File: src/rtl/spi_master_engine_pkg.sv
// rtl/spi_master_engine_pkg.sv - state encodings and sizing helpers for the SPI master engine
package spi_master_engine_pkg;

    localparam logic [2:0] ST_IDLE  = 3'd0;
    localparam logic [2:0] ST_FETCH = 3'd1;
    localparam logic [2:0] ST_LOAD  = 3'd2;
    localparam logic [2:0] ST_SHIFT = 3'd3;
    localparam logic [2:0] ST_PUSH  = 3'd4;
    localparam logic [2:0] ST_HOLD  = 3'd5;
    localparam logic [2:0] ST_DESEL = 3'd6;

    // Edge counter must hold the value 2*data_width (the final edge number).
    function automatic int edge_cnt_w(input int data_width);
        return $clog2(2 * data_width) + 1;
    endfunction

endpackage

File: src/rtl/spi_master_engine_if.sv
// rtl/spi_master_engine_if.sv - FIFO-side and SPI-pin bundle for the SPI master engine
interface spi_master_engine_if #(
    parameter int DATA_WIDTH = 8
);
    logic                  tx_empty;
    logic [DATA_WIDTH-1:0] tx_dout;
    logic                  tx_rd_en;
    logic                  rx_full;
    logic [DATA_WIDTH-1:0] rx_din;
    logic                  rx_wr_en;
    logic                  sclk;
    logic                  mosi;
    logic                  miso;
    logic                  cs_n;

    modport master (
        input  tx_empty, tx_dout, rx_full, miso,
        output tx_rd_en, rx_din, rx_wr_en, sclk, mosi, cs_n
    );

    modport slave (
        output tx_empty, tx_dout, rx_full, miso,
        input  tx_rd_en, rx_din, rx_wr_en, sclk, mosi, cs_n
    );
endinterface

File: src/rtl/spi_master_engine_clk_tick.sv
// rtl/spi_master_engine_clk_tick.sv - half-period counter producing one tick every div+1 cycles
module spi_clk_tick #(
    parameter int DIV_WIDTH = 8
) (
    input  logic                 clk,
    input  logic                 reset,
    input  logic                 run,
    input  logic [DIV_WIDTH-1:0] div,
    output logic                 tick
);

    logic [DIV_WIDTH-1:0] cnt;

    // Count 0..div while running; held at 0 when stopped so each run starts fresh.
    always_ff @(posedge clk) begin
        if (reset || !run) begin
            cnt <= '0;
        end else if (cnt == div) begin
            cnt <= '0;
        end else begin
            cnt <= cnt + DIV_WIDTH'(1);
        end
    end

    assign tick = run && (cnt == div);

endmodule

File: src/rtl/spi_master_engine.sv
// rtl/spi_master_engine.sv - byte-serial SPI master between TX and RX FIFOs
module spi_master_engine
    import spi_master_engine_pkg::*;
#(
    parameter int DATA_WIDTH = 8,
    parameter int DIV_WIDTH  = 8
) (
    input  logic                 clk,
    input  logic                 reset,
    input  logic                 cpol,
    input  logic                 cpha,
    input  logic [DIV_WIDTH-1:0] clk_div,
    output logic                 busy,
    spi_master_engine_if.master  bus
);

    localparam int                EW        = edge_cnt_w(DATA_WIDTH);
    localparam logic [EW-1:0]     LAST_EDGE = EW'(2 * DATA_WIDTH);

    logic [2:0]            state;
    logic                  cpol_q;
    logic                  cpha_q;
    logic [DIV_WIDTH-1:0]  div_q;
    logic [DATA_WIDTH-1:0] tx_sh;
    logic [DATA_WIDTH-1:0] rx_sh;
    logic [DATA_WIDTH-1:0] rx_din_q;
    logic [EW-1:0]         edge_cnt;
    logic [EW-1:0]         next_edge;
    logic                  sclk_q;
    logic                  mosi_q;
    logic                  cs_n_q;
    logic                  tick_run;
    logic                  tick;
    logic                  can_start;

    // The counter paces SCLK edges and also times the cs_n hold and deselect gaps.
    assign tick_run  = (state == ST_SHIFT) || (state == ST_HOLD) || (state == ST_DESEL);
    assign next_edge = edge_cnt + EW'(1);
    assign can_start = !bus.tx_empty && !bus.rx_full;

    spi_clk_tick #(
        .DIV_WIDTH (DIV_WIDTH)
    ) u_tick (
        .clk   (clk),
        .reset (reset),
        .run   (tick_run),
        .div   (div_q),
        .tick  (tick)
    );

    // Frame sequencer: fetch, shift 2*DATA_WIDTH edges, push, then either chain or deselect.
    always_ff @(posedge clk) begin
        if (reset) begin
            state    <= ST_IDLE;
            cpol_q   <= 1'b0;
            cpha_q   <= 1'b0;
            div_q    <= '0;
            tx_sh    <= '0;
            rx_sh    <= '0;
            rx_din_q <= '0;
            edge_cnt <= '0;
            sclk_q   <= 1'b0;
            mosi_q   <= 1'b0;
            cs_n_q   <= 1'b1;
        end else begin
            case (state)
                ST_IDLE: begin
                    sclk_q <= cpol;
                    if (can_start) begin
                        cpol_q <= cpol;
                        cpha_q <= cpha;
                        div_q  <= clk_div;
                        state  <= ST_FETCH;
                    end
                end
                ST_FETCH: begin
                    state <= ST_LOAD;
                end
                ST_LOAD: begin
                    tx_sh    <= bus.tx_dout;
                    rx_sh    <= '0;
                    edge_cnt <= '0;
                    cs_n_q   <= 1'b0;
                    if (!cpha_q) begin
                        mosi_q <= bus.tx_dout[DATA_WIDTH-1];
                    end
                    state <= ST_SHIFT;
                end
                ST_SHIFT: begin
                    if (tick) begin
                        sclk_q   <= ~sclk_q;
                        edge_cnt <= next_edge;
                        if (next_edge[0]) begin
                            // Leading edge: sample for mode 0, launch next bit for mode 1.
                            if (!cpha_q) begin
                                rx_sh <= {rx_sh[DATA_WIDTH-2:0], bus.miso};
                            end else begin
                                mosi_q <= tx_sh[DATA_WIDTH-1];
                                tx_sh  <= tx_sh << 1;
                            end
                        end else begin
                            // Trailing edge: sample for mode 1, launch next bit for mode 0.
                            if (cpha_q) begin
                                rx_sh <= {rx_sh[DATA_WIDTH-2:0], bus.miso};
                            end else if (next_edge != LAST_EDGE) begin
                                mosi_q <= tx_sh[DATA_WIDTH-2];
                                tx_sh  <= tx_sh << 1;
                            end
                        end
                        if (next_edge == LAST_EDGE) begin
                            rx_din_q <= cpha_q ? {rx_sh[DATA_WIDTH-2:0], bus.miso} : rx_sh;
                            state    <= ST_PUSH;
                        end
                    end
                end
                ST_PUSH: begin
                    state <= can_start ? ST_FETCH : ST_HOLD;
                end
                ST_HOLD: begin
                    if (tick) begin
                        cs_n_q <= 1'b1;
                        state  <= ST_DESEL;
                    end
                end
                ST_DESEL: begin
                    if (tick) begin
                        state <= ST_IDLE;
                    end
                end
                default: begin
                    state <= ST_IDLE;
                end
            endcase
        end
    end

    assign bus.tx_rd_en = (state == ST_FETCH);
    assign bus.rx_wr_en = (state == ST_PUSH);
    assign bus.rx_din   = rx_din_q;
    assign bus.sclk     = sclk_q;
    assign bus.mosi     = mosi_q;
    assign bus.cs_n     = cs_n_q;
    assign busy         = (state != ST_IDLE);

endmodule

File: src/flat_wrapper.sv
// flat-port wrapper written by rule: the top's interface ports become plain ports
module spi_master_engine_flat import spi_master_engine_pkg::*;
#(
    parameter int DATA_WIDTH = 8,
    parameter int DIV_WIDTH  = 8
)
  (clk, reset, cpol, cpha, clk_div, busy, bus_tx_empty, bus_tx_dout, bus_rx_full, bus_miso, bus_tx_rd_en, bus_rx_din, bus_rx_wr_en, bus_sclk, bus_mosi, bus_cs_n);
  spi_master_engine_if #(.DATA_WIDTH(DATA_WIDTH)) bus_i ();
  input  logic clk;
  input  logic reset;
  input  logic cpol;
  input  logic cpha;
  input  logic [DIV_WIDTH-1:0] clk_div;
  output logic busy;
  input wire logic [$bits(bus_i.tx_empty)-1:0] bus_tx_empty;
  input wire logic [$bits(bus_i.tx_dout)-1:0] bus_tx_dout;
  input wire logic [$bits(bus_i.rx_full)-1:0] bus_rx_full;
  input wire logic [$bits(bus_i.miso)-1:0] bus_miso;
  output wire logic [$bits(bus_i.tx_rd_en)-1:0] bus_tx_rd_en;
  output wire logic [$bits(bus_i.rx_din)-1:0] bus_rx_din;
  output wire logic [$bits(bus_i.rx_wr_en)-1:0] bus_rx_wr_en;
  output wire logic [$bits(bus_i.sclk)-1:0] bus_sclk;
  output wire logic [$bits(bus_i.mosi)-1:0] bus_mosi;
  output wire logic [$bits(bus_i.cs_n)-1:0] bus_cs_n;
  assign bus_i.tx_empty = bus_tx_empty;
  assign bus_i.tx_dout = bus_tx_dout;
  assign bus_i.rx_full = bus_rx_full;
  assign bus_i.miso = bus_miso;
  assign bus_tx_rd_en = bus_i.tx_rd_en;
  assign bus_rx_din = bus_i.rx_din;
  assign bus_rx_wr_en = bus_i.rx_wr_en;
  assign bus_sclk = bus_i.sclk;
  assign bus_mosi = bus_i.mosi;
  assign bus_cs_n = bus_i.cs_n;
  spi_master_engine #(.DATA_WIDTH(DATA_WIDTH), .DIV_WIDTH(DIV_WIDTH)) u_core (.clk(clk), .reset(reset), .cpol(cpol), .cpha(cpha), .clk_div(clk_div), .busy(busy), .bus(bus_i));
endmodule
File: config.mk
export PLATFORM = sky130hd
export DESIGN_NAME = spi_master_engine_flat
export DESIGN_NICKNAME = d
export VERILOG_FILES = /design/src/rtl/spi_master_engine_pkg.sv /design/src/rtl/spi_master_engine_if.sv /design/src/rtl/spi_master_engine_clk_tick.sv /design/src/rtl/spi_master_engine.sv /design/src/flat_wrapper.sv
export SDC_FILE = /design/constraint.sdc
export NUM_CORES = 1
export LEC_CHECK = 0
export CAP_MARGIN = 20
export CORE_UTILIZATION = 50
export CTS_CLUSTER_DIAMETER = 150
export DETAILED_ROUTE_END_ITERATION = 6
export PLACE_DENSITY = 0.74
export RECOVER_POWER = 100
export SLEW_MARGIN = 30
export SYNTH_ARGS = -nofsm -noshare
export SYNTH_HDL_FRONTEND = slang
export SYNTH_HIERARCHICAL = 1
export SYNTH_SLANG_ARGS = --single-unit
File: constraint.sdc
create_clock -name clk -period 3.3 [get_ports clk]
set_clock_uncertainty 0.1 [all_clocks]
set_input_delay 0.66 -clock clk [delete_from_list [all_inputs] [get_ports clk]]
set_output_delay 0.66 -clock clk [all_outputs]
set_load 0.05 [all_outputs]
Yosys cells after proc, flatten, opt, wreduce, memory -nomap -nowiden
Cells that the tools add are included.

Add/subtract/negate cells: 2. $mul: 0. Div/mod/pow operators: 0. $lt $le $gt $ge: 0. Equal/unequal tests: 19. Shift-type cells: 0. Muxes and demuxes: 31. Bitwise gates (word level): 1. Reductions and logical operators: 23.

Operator list (count): two-way mux 8 bit (9); case mux 8 bit (2 select lines) (2); case mux 3 bit (7 select lines) (1); two-way mux 3 bit (6); case mux 5 bit (2 select lines) (1); AND reduction 5 bit (2); equality test 3 bit, second input constant (3); adder 8 x 1 -> 8 bit, second input constant (1); equality test 8 bit (1); two-way mux 1 bit (8); != test 2 x 1 -> 1 bit, second input constant (4); AND reduction 2 bit (4); equality test 3 x 2 -> 1 bit, second input constant (2); != test 3 x 2 -> 1 bit, second input constant (2); != test 3 bit, second input constant (2); case mux 1 bit (2 select lines) (3); AND reduction 3 bit (2); AND reduction 6 bit (1); nonzero test 2 bit (3); adder 5 x 1 -> 5 bit, second input constant (1); equality test 5 bit, second input constant (1); two-way mux 5 bit (1); != test 5 bit, second input constant (1); != test 2 bit, second input constant (2); other kinds (8) (13).

Register bits after elaboration: 52. Bits in latches: 0. Memory bits (writable): 0. ROM bits: 0. Input port bits: 23. Logic and storage cells: 87. Memories kept: 0.

Depth between registers and ports, before layout
Gate-level depths: netlist (run 1).

Depth after elaboration: 7. Mapped depth: 11. Mapped depth without buffers: 8.

By module
Netlist (run 1), hierarchy kept.

Modules (own cells, without submodules): spi_master_engine (instances 1, cells an instance 234, area an instance 2040.7 sq um); spi_clk_tick (instances 1, cells an instance 47, area an instance 476.7 sq um).

Worst setup path before layout (run 1)
No wires, ideal clock.

Kind: register to register. From: register u_core.u_tick.cnt[2]. To: register u_core.rx_din_q[1], in the netlist u_core/bus.rx_din[1]. Library setup time: 0.079 ns. Arrival time: 2.375 ns. Required time: 3.121 ns. Setup slack: 0.746 ns. Cell stages (with the launch flop): 12. Buffers on the path: 3. Period minus slack after synthesis: 2.554 ns. Path through: dfxtp_1 -> buf_6 -> xor2_2 -> nor4_4 -> and3_1 -> inv_1 -> or2_0 -> buf_2 -> nor3_4 -> buf_6 -> nor2_1 -> a211oi_2.

Word-level cells in the longest chain between the ends: 3.

Ends and longest elaborated chain: start: declaration (RTL line spi_master_engine_clk_tick.sv:12) `logic [DIV_WIDTH-1:0] cnt;`; start signal: assignment (RTL line spi_master_engine_clk_tick.sv:21) `cnt <= cnt + DIV_WIDTH'(1);`; equality test 8 bit (RTL line spi_master_engine_clk_tick.sv:25) `assign tick = run && (cnt == div);`; logical AND 1 bit (RTL line spi_master_engine_clk_tick.sv:25); net u_core.tick (RTL line spi_master_engine.sv:33) `logic tick;`; AND reduction 3 bit (no line); end signal: assignment (RTL line spi_master_engine.sv:111) `rx_din_q <= cpha_q ? {rx_sh[DATA_WIDTH-2:0], bus.miso} : rx_sh;`; end: declaration (RTL line spi_master_engine.sv:26) `logic [DATA_WIDTH-1:0] rx_din_q;`.

The timed path passes the listed nets, and every way through them passes these cells. A chain may end at the register's enable or synchronous reset.

Worst setup path after layout (run 1)
From: register u_core.state[2]. To: output bus_rx_wr_en.

Word-level cells in the longest chain between the ends: 1.

Ends and longest elaborated chain: start: declaration (RTL line spi_master_engine.sv:20) `logic [2:0] state;`; start signal: assignment (RTL line spi_master_engine.sv:117) `state <= can_start ? ST_FETCH : ST_HOLD;`; equality test 3 bit (RTL line spi_master_engine.sv:138) `assign bus.rx_wr_en = (state == ST_PUSH);`; end: declaration (RTL line flat_wrapper.sv:21) `output wire logic [$bits(bus_i.rx_wr_en)-1:0] bus_rx_wr_en;`.

Every way passes these cells.

==> reports/metrics.cfg, run 1 <==
[flow_run]
drv_cap=0

[timing]
worstMarginPinSlew_ps=1100
slew_viol_final=0
finalCriticalPeriod_ps=2870
fmax_mhz=348
fin_crit_sh_pct=87.1
finalSetupTns_ps=0
setup_violations=0
holdWs_ps=373
timing_hold_violations_final=0
relSlewSlack_pct=26.0
rsz0062_at_grt=false

[synth]
synth_warnings=6
syn_inst=281
synth_nets=306
synth_seq_area_share_pct=41.4
synthesis.area_mm2=0.00252
ys_types=43
synth-seq-cells=52
avgSynthCellArea_um2=8.96

[power_and_ir_drop]
power.total_mw=1.20
p_leak_nw=1.14
vdd_ir_drop_max_uv=325
power_density_mw_per_mm2=402

[clock_tree]
clkSinkCount=52
cts_made_buffers=5
cts_resized=0
post_cts_buffers=0
clk_pin_slew_worst_paths_ps=90
cts_tree=built
clockRootBuffer=clkbuf_8
htree_levels=2
clkLatencyLatePin_ps=300
clk_path_buf_depth=2
hold_buffers=0

[grt]
grt_pass1_vias=1854
antenna_found_initial=0
met1_usage_pct=30.6
use_met2_pct=33.1
overflow=0
use_met3_pct=4.28
grt_first_pass_wirelength_um=8800
grt_busiest_layer=met2
grt_use_total_pct=21.4
grt_max_degree=22

[critical_path]
ff2ff_path_depth=8
worst_ep_arrival_time_ps=2110
critPathRequiredTime_ps=2540
cp_max_fo=13
path_class=reg2out
r2r_start=u_core/u_tick/cnt[2]$_SDFF_PP0_
rrSetupSlack_ps=540
cp-start-kind=flip-flop
cp_slowest_cell=dlygate4sd3_1
path_buf_inv=2
crit_path_end_kind=primary output
crit_chain=inv_1, nor3_1, dlygate4sd3_1
crit_family=buffers and inverters
crit_start=u_core/state[2]$_SDFFE_PP0P_
slowest_delay_ps=900
r2r-end=u_core/rx_sh[7]$_SDFFE_PP0P_

[finish]
drive_gt1_share_pct=7.03
multi_input_area_mm2=0.00136
final_nets=337
syn_to_final_growth_pct=18.8
nFillCells=429
stdcell_area_mm2=0.00299
layout.cells.most_common_list=52 x dfxtp_1, 29 x a21oi_1, 26 x nor2_1, 25 x nand2_1, 21 x clkdlybuf4s50_1
final_common_cell=dfxtp_1
antenna_cells=0
post-route-util_pct=62.5
seqCellArea_mm2=0.00104

[drt]
routed_wirelength_um=5250
dr.pass1.iters=4
wire_per_inst_um=13.8
drtIter0Drc=165
num_vias=2094
postRouteAntennaNets=0
routed_via_density=5.51
drc=0

[die]
die_w_um=73.0
die_area_mm2=0.00532
row_count=25
start_util_pct=52.6
die_h_um=73.0
core-area_mm2=0.00479
pin_count=37

[placed_design]
port-buffer-count=36
dp_hpwl_um=3520
gp_congestion=0.858
place_area_mm2=0.00291

[hold_path]
hold_end=u_core/div_q[4]$_SDFFE_PP0P_
holdPathStages=2
hold_path_class=reg2reg
worstHoldStart=u_core/div_q[4]$_SDFFE_PP0P_

[run_status]
status=finished, final reports clean

==> metrics by stage <==
| step | setup WS, ps | std cells |
|---|---|---|
| final | 425 | 380 |
| after global routing | 291 | 380 |
| after CTS | 442 | 380 |
| after detailed placement | 624 | 372 |
| after global placement | 738 | 372 |
| after floorplan | 746 | 281 |
==> routing by layer <==
layer	vias up	share of wire (%)
met5	-	0
met4	0	1.0
met3	7	4.0
met2	49	45
met1	962	50
li1	1076	-
==> sequential cells by signal (all words and copies together), names as in the netlist <==
name               flops
u_core/tx_sh           8
u_core/edge_cnt        5
u_core/bus.rx_din      8
u_core/state           3
u_core/bus.mosi        1
u_core/u_tick/cnt      8
u_core/div_q           8
u_core/bus.sclk        1
u_core/cpha_q          1
u_core/rx_sh           8
u_core/bus.cs_n        1
==> kinds of logic after synthesis <==
logic type                 share of synthesized area [%]
AOI/OAI and AO/OA                                   22.2
xor gates and xnor gates                            4.47
adders and majority gates                          0.994
buffers and inverters                               4.47
DFF                                                 41.4
muxes                                               6.76
and+or+nand+nor                                     19.8
==> area by class of cell <==
class	count	share of cell area (%)
clock buffers	6	2.43
clock inverters	2	0.544
inverters	5	0.628
multi-input cells	206	45.4
flip-flops and latches	52	34.8
well taps	67	2.80
repair buffers	42	13.4
==> cells in the mapped netlist, drive strengths merged <==
cell type  instances  area (um2)
nand3b             2        27.5
xnor2              2        17.5
o31ai              2        15.0
xor2              10        95.1
ha                 2        25.0
a31oi              2        12.5
a21oi             31         163
nand2             25        93.8
o21ai             11        55.1
and4b              2        20.0
a221oi             4        35.0
nand3              6        30.0
a221o              1        10.0
nand4              1        6.26
buf                8        56.3
or4                1        7.51
nor3b              1        12.5
clkbuf            10        37.5
nor2              26         100
nor3               6        51.3
and3               2        12.5
nor4               2        42.5
or3                7        43.8
o211ai             3        22.5
inv                5        18.8
or2                1        6.26
o22ai              2        12.5
nor2b              5        31.3
dfxtp             52        1040
nand2b             2        12.5
mux2i             17         170
a211oi            20         155
a21bo              1        10.0
a22oi              9        67.6
==> worst max path at each step <==
| stage | endpoint | slack (ps) | cells after the start |
|---|---|---|---|
| 3_3_place_gp | u_core/rx_sh[5]$_SDFFE_PP0P_ | 740 | 8 |
| 6_report | bus_rx_wr_en | 430 | 3 |
| 4_1_cts | bus_rx_wr_en | 440 | 3 |
| 3_5_place_dp | u_core/rx_sh[7]$_SDFFE_PP0P_ | 620 | 8 |
| 2_1_floorplan | u_core/bus.rx_din[1]$_SDFFE_PP0P_ | 750 | 11 |
| 5_1_grt | u_core/rx_sh[7]$_SDFFE_PP0P_ | 290 | 8 |
==> tightest hold or removal path, cell delays in order (launching register included) <==
cell,delay [ps]
dfxtp_1,330
nand2_1,50
a21oi_1,50
==> power breakdown <==
part / internal, mW / total, mW / switching [mW]
sequential: 0.646 / 0.665 / 0.0190
clock: 0.151 / 0.360 / 0.208
combinational: 0.0779 / 0.178 / 0.100
total: 0.876 / 1.20 / 0.327
No activity file was read; power rests on OpenSTA's default activity.
==> run 2, diff against run 1 <==
--- a/config.mk
+++ b/config.mk
@@ -5,7 +5,9 @@
 export SDC_FILE = /design/constraint.sdc
 export NUM_CORES = 1
 export LEC_CHECK = 0
+export ABC_AREA = 1
 export CAP_MARGIN = 20
+export CORE_MARGIN = 2
 export CORE_UTILIZATION = 50
 export CTS_CLUSTER_DIAMETER = 150
 export DETAILED_ROUTE_END_ITERATION = 6
==> run 2 against run 1 <==
Effect of this change: die area up 14%; synthesized cell count up 43%; global-route usage down 1.1 points; critical path type unchanged; largest cell class unchanged; largest power group unchanged.
==> reports/metrics.cfg, run 2 <==
[timing]
slew_viol_final=0
fmax_mhz=326
rsz0062_at_grt=false
setup_violations=0
relSlewSlack_pct=51.2
timing_hold_violations_final=0
finalSetupTns_ps=0
finalCriticalPeriod_ps=3070
fin_crit_sh_pct=93.0
setup_ws_ps=231
worstMarginPinSlew_ps=729

[clock_tree]
cts_tree=built
clk_path_buf_depth=2
post_cts_buffers=0
cts_made_buffers=5
hold_buffers=0
clkSinkCount=52
clk_pin_slew_worst_paths_ps=90
cts_resized=0
clockRootBuffer=clkbuf_8
clkLatencyLatePin_ps=300
htree_levels=2

[hold_path]
hold_path_class=reg2reg

[power_and_ir_drop]
vdd_ir_drop_max_uv=401
power.total_mw=2.03
p_leak_nw=1.31
power_density_mw_per_mm2=636

[synth]
synth-seq-cells=52
synth_seq_area_share_pct=38.2
synthTopCellsByCount=87 x nand2_1, 52 x dfxtp_1, 49 x inv_1
synth_ff_type=dfxtp_1
avgSynthCellArea_um2=6.80
synthesis.area_mm2=0.00273
postSynth.asyncResetShare_pct=0
synth_edf_count=0
syn_inst=401
synth_warnings=6
ys_types=31
synth_nets=426
synth_area_leaders=dfxtp_1 38%, nand2_1 12%, inv_1 6.7%
yosys.area.top_type=dfxtp_1
synth_most_common_cell=nand2_1
synth_top_area_share_pct=38.2

[finish]
drive_gt1_share_pct=6.94
final_common_cell=nand2_1
layout.cells.most_common_list=92 x nand2_1, 52 x dfxtp_1, 50 x inv_1, 46 x nor2_1, 38 x o21ai_0
final_nets=456
nFillCells=489
antenna_cells=0
stdcell_area_mm2=0.00319
syn_to_final_growth_pct=17.1

[die]
row_count=26
start_util_pct=52.7
die_h_um=77.9
core-area_mm2=0.00517
die_w_um=77.9
pin_count=37
die_area_mm2=0.00606

[drt]
drc=0
dr.pass1.iters=4
routed_wirelength_um=5720
num_vias=2521
routed_via_density=5.02
wire_per_inst_um=11.4
postRouteAntennaNets=0
drtIter0Drc=178

[grt]
overflow=0
grt_use_total_pct=20.3
grt_max_degree=28
grt_first_pass_wirelength_um=10100
grt_pass1_vias=2307
antenna_found_initial=0

[critical_path]
cp-start-kind=flip-flop
crit_path_end_kind=primary output
worst_ep_arrival_time_ps=2310
path_class=reg2out
critPathRequiredTime_ps=2540
cp_max_fo=11

[placed_design]
port-buffer-count=36
dp_hpwl_um=4070
place_area_mm2=0.00311
gp_congestion=0.807
dpl_worst_slack_ps=623

[flow_run]
drv_cap=0

[run_status]
status=finished, final reports clean

==> run 2: cell count changes in the layout (fill, tap and decap cells not counted), moves of 9 or more <==
cell	before	now
nand2_1	25	92
inv_1	5	50
o21ai_0	11	38
nor2_1	26	46
nand3_1	6	24
mux2i_1	17	0
a211oi_1	19	5
a22oi_1	9	0
==> run 2: power by group <==
part	switching [mW]	internal (mW)
combinational	0.500	0.235
sequential	0.0789	0.744
clock	0.206	0.268
==> run 2: path summary, 6_finish.rpt <==
kind | start | to | slack (ps) | cells after the start
worst min register to register | u_core/tx_sh[7]$_SDFFE_PP0P_ | u_core/tx_sh[7]$_SDFFE_PP0P_ | 380 | 2
worst min-delay path | u_core/tx_sh[7]$_SDFFE_PP0P_ | u_core/tx_sh[7]$_SDFFE_PP0P_ | 380 | 2
worst max register to register | u_core/state[0]$_SDFFE_PP0P_ | u_core/tx_sh[0]$_SDFFE_PP0P_ | 560 | 13
worst max-delay path | u_core/state[0]$_SDFFE_PP0P_ | busy | 230 | 5
==> run 2: per-layer routing <==
layer	part of all wire (%)	up-vias	routed length, um	GRT usage, %
met1	46	1111	2630	25.0
met4	0.47	0	27	6.79
met5	0	-	0	0
met3	6.1	2	350	4.30
met2	47	68	2710	35.1
li1	-	1340	-	-
==> run 2: area by class of cell <==
class,instances,area (um2),share of cell area [%]
Clock buffer,7,96.3,3.02
Clock inverter,1,30.0,0.940
Inverter,53,199,6.23
Multi-Input combinational cell,279,1350,42.3
Sequential cell,52,1040,32.6
Tap cell,70,87.6,2.74
Timing Repair Buffer,40,390,12.2
==> run 2: kinds of logic after synthesis <==
| logic type | Yosys count | share of synthesized area [%] |
|---|---|---|
| simple gates | 184 | 30.7 |
| buf+inv | 70 | 10.9 |
| flops | 52 | 38.2 |
| fa+ha+maj | 2 | 0.917 |
| xor+xnor | 8 | 2.57 |
| compound gates | 85 | 16.8 |
==> run 2: worst max-delay path: stages, from the launching register on <==
cell	delay, ps
dfxtp_1	380
nor2_1	110
inv_1	50
nor2_1	550
inv_1	120
dlygate4sd3_1	790
==> run 2: through the flow <==
stage / hold slack, ps / instances / utilization [%]
floorplan: 341 / 401 / -
global placement: 355 / 494 / 60.1
detailed placement: 361 / 494 / 60.1
CTS: 378 / 502 / 62.5
global route: 402 / 502 / 61.8
finish: 375 / 502 / 61.8
